### src/rtl/sprdma_pkg.sv
`default_nettype none
// +----------------------------------------------------------------------------+
// | Module   : sprdma_pkg                                                      |
// | Brief    : CPU bus address constants and sprite-DMA FSM state encoding.    |
// | Revision : 1.0                                                             |
// +----------------------------------------------------------------------------+
package sprdma_pkg;

    localparam logic [15:0] c_ppu_oamdata = 16'h2004;
    localparam logic [15:0] c_oam_dma     = 16'h4014;

    localparam int c_state_w = 3;
    typedef logic [c_state_w-1:0] state_t;

    localparam state_t c_st_idle    = 3'd0;
    localparam state_t c_st_start   = 3'd1;
    localparam state_t c_st_read    = 3'd2;
    localparam state_t c_st_capture = 3'd3;
    localparam state_t c_st_write   = 3'd4;
    localparam state_t c_st_done    = 3'd5;

endpackage : sprdma_pkg
`default_nettype wire

### src/rtl/sprdma.sv
`default_nettype none
// +----------------------------------------------------------------------------+
// | Module   : sprdma                                                          |
// | Brief    : Sprite (OAM) DMA: snoops a CPU write to the trigger address,    |
// |            stalls the CPU and copies one 256-byte page to OAMDATA.         |
// | Revision : 1.0                                                             |
// +----------------------------------------------------------------------------+
module sprdma
    import sprdma_pkg::*;
#(
    parameter logic [15:0] TRIG_ADDR = c_oam_dma,
    parameter logic [15:0] DEST_ADDR = c_ppu_oamdata,
    parameter int          LEN       = 256
) (
    input  logic        clk,
    input  logic        rst,
    input  logic [15:0] cpu_a,
    input  logic [7:0]  cpu_dout,
    input  logic        cpu_r_nw,
    input  logic        dbg_ready,
    input  logic [7:0]  bus_din,
    output logic        cpu_ready,
    output logic        dma_active,
    output logic [15:0] dma_a,
    output logic        dma_r_nw,
    output logic [7:0]  dma_dout,
    output logic        dma_done
);

    localparam logic [7:0] c_last_idx = 8'(LEN - 1);

    state_t     r_state;
    state_t     w_next;
    logic [7:0] r_page;
    logic [7:0] r_idx;
    logic [7:0] r_data_q;
    logic       r_trig_q;
    logic       w_trig;
    logic       w_launch;

    assign w_trig   = (cpu_a == TRIG_ADDR) & ~cpu_r_nw & dbg_ready;
    assign w_launch = w_trig & ~r_trig_q & (r_state == c_st_idle);

    // A debugger break sends any in-flight byte back to READ so it is re-fetched
    // and re-written once the bus is returned.
    always_comb begin
        w_next = r_state;
        case (r_state)
            c_st_idle:    if (w_launch) w_next = c_st_start;
            c_st_start:   if (dbg_ready) w_next = c_st_read;
            c_st_read:    if (dbg_ready) w_next = c_st_capture;
            c_st_capture: w_next = dbg_ready ? c_st_write : c_st_read;
            c_st_write: begin
                if (!dbg_ready)              w_next = c_st_read;
                else if (r_idx == c_last_idx) w_next = c_st_done;
                else                          w_next = c_st_read;
            end
            c_st_done:    w_next = c_st_idle;
            default:      w_next = c_st_idle;
        endcase
    end

    always_ff @(posedge clk) begin
        if (rst) begin
            r_state  <= c_st_idle;
            r_page   <= 8'h00;
            r_idx    <= 8'h00;
            r_data_q <= 8'h00;
            r_trig_q <= 1'b0;
        end else begin
            r_state  <= w_next;
            r_trig_q <= w_trig;
            if (w_launch) begin
                r_page <= cpu_dout;
                r_idx  <= 8'h00;
            end
            if (r_state == c_st_capture && dbg_ready) begin
                r_data_q <= bus_din;
            end
            // Wraps FF->00, leaving the index cleared for the next transfer.
            if (r_state == c_st_write && dbg_ready) begin
                r_idx <= r_idx + 8'd1;
            end
        end
    end

    always_comb begin
        dma_a = 16'h0000;
        case (r_state)
            c_st_read, c_st_capture: dma_a = {r_page, r_idx};
            c_st_write:              dma_a = DEST_ADDR;
            default:                 dma_a = 16'h0000;
        endcase
    end

    assign dma_active = (r_state == c_st_start) || (r_state == c_st_read) ||
                        (r_state == c_st_capture) || (r_state == c_st_write);
    assign dma_r_nw   = ~((r_state == c_st_write) & dbg_ready);
    assign dma_dout   = r_data_q;
    assign dma_done   = (r_state == c_st_done);
    assign cpu_ready  = dbg_ready & ~dma_active;

endmodule : sprdma
`default_nettype wire

### config.mk
export PLATFORM = sky130hd
export DESIGN_NAME = sprdma
export DESIGN_NICKNAME = d
export VERILOG_FILES = /design/src/rtl/sprdma_pkg.sv /design/src/rtl/sprdma.sv
export SDC_FILE = /design/constraint.sdc
export NUM_CORES = 1
export LEC_CHECK = 0
export BUFFER_PORTS_ARGS = -buffer_cell sky130_fd_sc_hd__buf_4
export CAP_MARGIN = 15
export CORE_MARGIN = 2
export CORE_UTILIZATION = 50
export DETAILED_ROUTE_END_ITERATION = 16
export PLACE_DENSITY = 0.8
export REMOVE_ABC_BUFFERS = 1
export SLEW_MARGIN = 30
export SYNTH_ARGS = -nofsm -noshare
export SYNTH_HDL_FRONTEND = slang
export SYNTH_SLANG_ARGS = --single-unit
### constraint.sdc
create_clock -name clk -period 2.7 [get_ports clk]
set_input_delay 0.135 -clock clk [delete_from_list [all_inputs] [get_ports clk]]
set_output_delay 0.135 -clock clk [all_outputs]
set_load 0.02 [all_outputs]
# After elaboration in Yosys (flattened, before gate mapping)
# Cells that the tools add are included.
# word_totals
output_inout_bits	28
ff_bits	28
word_cells	45
# classes
n_eq_ne	10
n_addsub	1
n_reduce_logical	9
n_bitwise	10
muxes	10
# ops
operator	count
16-bit one-hot mux with 2 select lines	1
3-bit two-way mux	6
16-bit by 15-bit equality test with 1-bit output, second input constant	1
8-bit two-way mux	2
3-bit one-hot mux with 5 select lines	1
8-bit by 1-bit adder with 8-bit output, second input constant	1
8-bit equality test, second input constant	1
1-bit AND	6
3-bit by 2-bit equality test with 1-bit output, second input constant	2
3-bit equality test, second input constant	2
2-bit inequality test, second input constant	3
1-bit NOT	4
3-bit by 1-bit equality test with 1-bit output, second input constant	1
3-bit logical NOT	1
1-bit logical OR	3
3-bit AND reduction	1
1-bit logical AND	2
2-bit nonzero test	1
2-bit OR reduction	1

# Depth between registers and ports, before layout
# Gate-level depths: netlist of the first run.
# depth
ltp_word	7
ltp_mapped	6

# Worst setup path after synthesis of the first run
# OpenSTA, ideal clock, no wires.
# synth_timing
path_kind	register to register
start	register r_state[1]
end	register r_idx[0]
slack_ns	0.907
path_stages_with_launch	6
arrival_ns	1.672
required_time_ns	2.579
setup_time_ns	0.121
synth_period_minus_slack_ns	1.793
path_cell_list	dfxtp_1 -> or3_1 -> or3_1 -> buf_6 -> o21a_4 -> mux2_4
# synth_via
elab_chain_len	3
# synth_rtl
item	line	source
start, declared	sprdma.sv:32	state_t r_state;
start signal, assigned	sprdma.sv:65	r_state <= c_st_idle;
start signal, assigned	sprdma.sv:71	r_state <= w_next;
3-bit equality test / 3-bit logical NOT (equally long branches)	sprdma.sv:81, sprdma.sv:42	
1-bit logical AND / 1-bit AND (equally long branches)	sprdma.sv:81, sprdma.sv:42	
8-bit two-way mux / 2-bit nonzero test (equally long branches)	n/a	
end signal, assigned	sprdma.sv:82	r_idx <= r_idx + 8'd1;
end, declared	sprdma.sv:35	logic [7:0] r_idx;
# Several ways; a longest one is shown, not always the timed one.
# A chain may end at the register's enable or synchronous reset.

# Final worst setup path of the first run
# layout_timing
start	register r_state[2]
end	register r_idx[7]
# Same word-level chain as after synthesis.

==> run_results.csv, run 1 <==
group,metric,value,unit
routing,wl_per_cell,14.3,microns
global_route,grt_max_degree,28,
cells_and_area,layout.nets,274,
timing,finalCritPeriodShare,0.762,
synthesis,ys_seq_area_frac,0.384,
critical_path,required,2.92,ns
synthesis,yosys_warnings,0,
routing,firstDrtPassIters,4,
clock_network,hold_buffers,0,
timing,hold_viol_final,0,
critical_path,startpoint_type,"flop",
clock_network,tritoncts,"done",
power_and_ir_drop,powerDensity,345,mW/mm^2
cells_and_area,fin_area,0.00196,sq mm
floorplan,initial_core_util,0.530,
cells_and_area,syn2layout_area_growth,34.2,%
clock_network,htree_num_levels,1,
place,post-place-ws,0.645,ns
power_and_ir_drop,ir_drop,0.343,mV
timing,rsz0062_at_grt,"false",
floorplan,die_h,58.1,microns
global_route,grt_overflow,0,
synthesis,synthSimpleGateAreaFrac,0.295,
routing,viasPerCell,5.76,
clock_network,cts.clk_slew.worst_paths,0.15,ns
timing,setup_viol,0,
global_route,grt_pass1_vias,1440,
timing,fin_skew,0.0128,ns
global_route,grt_pass1_wl,5.98,mm
job,cap_violations,0,
worst_hold_path,hold_path.class,"input port to flop",
clock_network,cts_buffer_depth,2,
place,gp_congestion,0.881,
critical_path,end_kind,"flop",
synthesis,synth_adder_area_share,0.00856,
floorplan,num_rows,19,
power_and_ir_drop,p_total,0.677,mW
floorplan,io_pins,64,
synthesis,synth_top_family_by_area,"simple AND/OR/NAND/NOR gates",
critical_path,crit_path_max_fanout,16,
status,status,"complete, no violations",
clock_network,clkSinkCount,28,
routing,drc,0,
clock_network,cts_setup_buffers,0,
synthesis,ys_types,38,
critical_path,cp_data_arrival_time,2.27,ns
synthesis,ys_async_sr_fraction,0,
timing,finalSetupTns,0,ns
critical_path,critPathKind,"flop to flop",
timing,fmax,486,MHz
synthesis,syn_inst,182,
cells_and_area,n_antenna_cell,0,
timing,slew_violations,0,
place,dp_hpwl,2.85,mm
place,placed_cell_area,0.00192,sq mm
timing,setup_ws,0.643,ns
synthesis,synth-xor-area-share,0.0180,
routing,via_count,1538,
critical_path,reg2reg_slack,0.64,ns
place,numPortBuffers,63,
floorplan,die_x,58.1,microns
clock_network,cts_made_buffers,3,
routing,antenna_left,0,
timing,tightest_slew,0.681,ns
routing,routed_wl,3.82,mm
timing,relSlewSlack,0.542,
synthesis,yosys-mux-area-fraction,0.0317,
routing,drtIter0Drc,54,
synthesis,synth_compound_area_frac,0.208,
floorplan,die-area,0.00337,sq mm
floorplan,core,0.00276,sq mm
synthesis,ys_ff_latch,28,
synthesis,postSynthAreaPerCell,8.03,sq um
timing,finalCriticalPeriod,2.06,ns
clock_network,worstSkewPairLatency,0.32,ns
global_route,grt_usage,0.225,
clock_network,cts_resized,0,
power_and_ir_drop,p_leak,0.779,nW
synthesis,synth_edf_count,0,
cells_and_area,drive_gt1_frac,0.309,
synthesis,ys.flop_type,"dfxtp_1",
clock_network,cts_root_buffer,"clkbuf_4",
global_route,antenna_found_initial,0,
synthesis,syn_area,0.00146,sq mm
## path summary, 6_finish.rpt
path,startpoint,to,cells after the start
hold / removal,bus_din[3],dma_dout[3],3
hold reg to reg,dma_dout[6],dma_dout[6],2
setup reg to reg,r_state[2],r_idx[7],4
setup / recovery,r_state[2],r_idx[7],4
## power breakdown
group          switching (mW)  total, mW  internal (mW)  leakage, nW
sequential        0.000000584      0.413          0.413        0.225
clock                   0.119      0.201         0.0825       0.0210
combinational          0.0245     0.0627         0.0382        0.533
total                   0.143      0.677          0.534        0.779
## metrics by stage
stage | hold WS [ns] | util | std cells
after global placement | 0.382 | 0.695 | 263
final | 0.0327 | 0.711 | 267
after CTS | 0.0251 | 0.708 | 267
after detailed placement | 0.393 | 0.695 | 263
after floorplan | 0.204 | - | 169
after global routing | 0.0146 | 0.711 | 267
## per-layer routing
layer	wire [microns]	GRT usage
met1	1580	0.268
met2	2040	0.416
met3	177	0.0313
met4	14	0.0664
met5	0	0
## worst max-delay path, stage by stage (launching register included)
cell	delay, ns
dfxtp_1	0.50
or3_1	0.43
or3_1	0.51
o21ai_1	0.34
o221ai_1	0.17
## final cells by class
class                           count  area [sq um]
Inverter                            6          22.5
Tap cell                           31          38.8
Timing Repair Buffer               63           473
Fill cell                         231           797
Multi-Input combinational cell    135           830
Clock buffer                        4          36.3
Sequential cell                    28           561
## cells in the final DEF (no fill, tap or decap), types with 4 or more instances in the layout
master / n
nand2_1: 19
inv_1: 6
dfxtp_1: 28
nor3_1: 4
o21ai_0: 13
and2_1: 11
nand3_1: 5
buf_4: 63
nor2_1: 8
a21oi_1: 20
a22o_1: 5
nor2b_1: 4
nand4_1: 9
nor4_1: 4
## cells in the mapped netlist (all sizes together) (2+ instances only)
library cell  number  area, sq um
nor2               8         30.0
or3                2         12.5
nand2             19         71.3
a21oi             20          100
inv                6         22.5
mux2               2         26.3
nor2b              5         31.3
a22o               5         43.8
nor4b              3         26.3
buf                2         16.3
xnor2              3         26.3
nand4              9         56.3
o21ai             14         70.1
dfxtp             28          561
nor4               5         31.3
a311oi             2         17.5
nor3               4         20.0
and2              11         68.8
nand3              5         25.0
mux2i              2         20.0
and3               3         18.8
clkbuf            11         41.3
## cell families after synthesis
group	count (synthesis)
flip-flops	28
multiplexers	4
XOR/XNOR	3
AND/OR/NAND/NOR	78
buffers and inverters	19
adder cells (fa/ha/maj)	1
AO/OA/AOI/OAI	49
## flip-flops by register name (all words and copies together), names as in the netlist
signal / cells
r_state: 3
r_idx: 8
r_trig_q: 1
dma_dout: 8
r_page: 8
Note: power is estimated with default switching activity, not from simulation.
==> run 2, diff against run 1 <==
--- a/config.mk
+++ b/config.mk
@@ -8,9 +8,9 @@
 export BUFFER_PORTS_ARGS = -buffer_cell sky130_fd_sc_hd__buf_4
 export CAP_MARGIN = 15
 export CORE_MARGIN = 2
-export CORE_UTILIZATION = 50
+export CORE_UTILIZATION = 42
 export DETAILED_ROUTE_END_ITERATION = 16
-export PLACE_DENSITY = 0.8
+export PLACE_DENSITY = 0.71
 export REMOVE_ABC_BUFFERS = 1
 export SLEW_MARGIN = 30
 export SYNTH_ARGS = -nofsm -noshare
==> constraint.sdc (replaced) <==
create_clock -name clk -period 1.8 [get_ports clk]
set_input_delay 0.09 -clock clk [delete_from_list [all_inputs] [get_ports clk]]
set_output_delay 0.09 -clock clk [all_outputs]
set_load 0.02 [all_outputs]
==> run_results.csv, run 2 (synthesis results as in run 1) <==
group,metric,value,unit
floorplan,core,0.00334,sq mm
place,dp_hpwl,2.92,mm
power_and_ir_drop,ir_drop,0.416,mV
critical_path,crit_path_max_fanout,4,
global_route,grt_pass1_vias,1492,
timing,hold_viol_final,0,
clock_network,cts_made_buffers,3,
job,cap_violations,0,
power_and_ir_drop,swShare,0.217,
routing,via_count,1611,
timing,finalSetupTns,0,ns
timing,slew_violations,0,
routing,antenna_left,0,
cells_and_area,layout.nets,304,
global_route,antenna_found_initial,0,
floorplan,die_h,63.0,microns
power_and_ir_drop,sequentialPowerShare,0.594,
routing,routed_wl,4.15,mm
power_and_ir_drop,p_comb_frac,0.108,
timing,finalCriticalPeriod,1.73,ns
clock_network,tritoncts,"done",
timing,relSlewSlack,0.713,
clock_network,cts_buffer_depth,2,
clock_network,clkSinkCount,28,
clock_network,cts_setup_buffers,0,
cells_and_area,drive_gt1_frac,0.342,
global_route,grt_overflow,0,
critical_path,cp_data_arrival_time,1.95,ns
worst_hold_path,hold_path.class,"input port to flop",
global_route,grt_max_degree,28,
cells_and_area,syn2layout_area_growth,52.6,%
power_and_ir_drop,p_switching,0.227,mW
floorplan,die-area,0.00397,sq mm
routing,viasPerCell,5.16,
cells_and_area,final_cell_mix,"81 x buf_4, 28 x dfxtp_1, 20 x a21oi_1",
critical_path,critPathKind,"flop to flop",
routing,firstDrtPassIters,4,
clock_network,cts_root_buffer,"clkbuf_4",
timing,finalCritPeriodShare,0.961,
power_and_ir_drop,powerDensity,468,mW/mm^2
cells_and_area,stdcell_count,312,
critical_path,required,2.02,ns
place,gp_congestion,0.750,
floorplan,die_x,63.0,microns
timing,tightest_slew,0.429,ns
global_route,grt_usage,0.213,
floorplan,initial_core_util,0.438,
power_and_ir_drop,p_total,1.04,mW
timing,whs,0.00460,ns
cells_and_area,layout_commonest_cell,"buf_4",
clock_network,htree_num_levels,1,
clock_network,worstSkewPairLatency,0.33,ns
timing,setup_viol,0,
place,numPortBuffers,63,
routing,drtIter0Drc,53,
power_and_ir_drop,p_leak,0.921,nW
cells_and_area,n_antenna_cell,0,
timing,fmax,578,MHz
status,status,"complete, no violations",
timing,fin_skew,0.00277,ns
power_and_ir_drop,clkPwrFrac,0.298,
global_route,grt_pass1_wl,6.89,mm
critical_path,startpoint_type,"flop",
place,dp.cells,297,
routing,wl_per_cell,13.3,microns
timing,rsz0062_at_grt,"false",
floorplan,io_pins,64,
clock_network,cts.clk_slew.worst_paths,0.15,ns
floorplan,num_rows,21,
critical_path,end_kind,"flop",
power_and_ir_drop,internal-power,0.818,mW
cells_and_area,fillers,296,
routing,drc,0,
[run 2: changes by cell type in the layout (fill, tap and decap cells not counted)]
cell / delta
buf_4: +18
nor4_2: -1
buf_6: +1
nor4_1: +1
dlygate4sd3_1: +11
[run 2: metrics by stage]
stage	setup WS [ns]	utilization	instance area [sq um]
final	0.0697	0.668	2230
after global routing	0.000869	0.668	2230
after CTS	0.0228	0.657	2190
after detailed placement	0.0495	0.622	2080
after global placement	0.0676	0.622	2080
after floorplan	-0.0427	-	1400
[run 2: worst paths after layout]
path | start | cells past startpoint | end | slack [ns]
worst min-delay path | cpu_dout[0] | 3 | r_page[0] | 0.005
worst max-delay path | r_state[1] | 4 | r_idx[7] | 0.07
worst max register to register | r_state[1] | 4 | r_idx[7] | 0.07
worst min register to register | dma_dout[2] | 2 | dma_dout[2] | 0.47
[run 2: critical path, cell delays in order, from the launching register on]
cell and delay (ns):
dfxtp_1 0.34, or3_1 0.38, or3_1 0.41, o21ai_1 0.31
o221ai_1 0.17
[run 2: power groups by stage]
stage	combinational (mW)	sequential (mW)	clock, mW
2_1_floorplan	0.0164	0.633	0
3_3_place_gp	0.0922	0.633	0
3_5_place_dp	0.0929	0.633	0
4_1_cts	0.107	0.620	0.318
5_1_grt	0.121	0.621	0.352
6_report	0.113	0.620	0.311
[run 2: timing repair]
| item | CTS | global route |
|---|---|---|
| gates resized for setup | 0 | 2 |
| endpoints found under the hold margin | 8 | 3 |
| setup endpoints to repair | 0 | 13 |
| hold buffers | 8 | 3 |
[run 2: layer usage]
metal / global-route usage / part of all wire / wire, microns / up-vias
li1: - / - / - / 834
met2: 0.382 / 0.49 / 2030 / 51
met3: 0.0378 / 0.051 / 212 / 6
met1: 0.264 / 0.44 / 1840 / 720
met5: 0 / 0 / 0 / -
met4: 0.0417 / 0.015 / 61 / 0
[run 2: area by class of cell]
class	count	area (sq um)	area share
Clock buffer	4	36.3	0.0163
Inverter	6	22.5	0.0101
Multi-Input combinational cell	135	823	0.369
Sequential cell	28	561	0.251
Tap cell	46	57.6	0.0258
Timing Repair Buffer	93	729	0.327
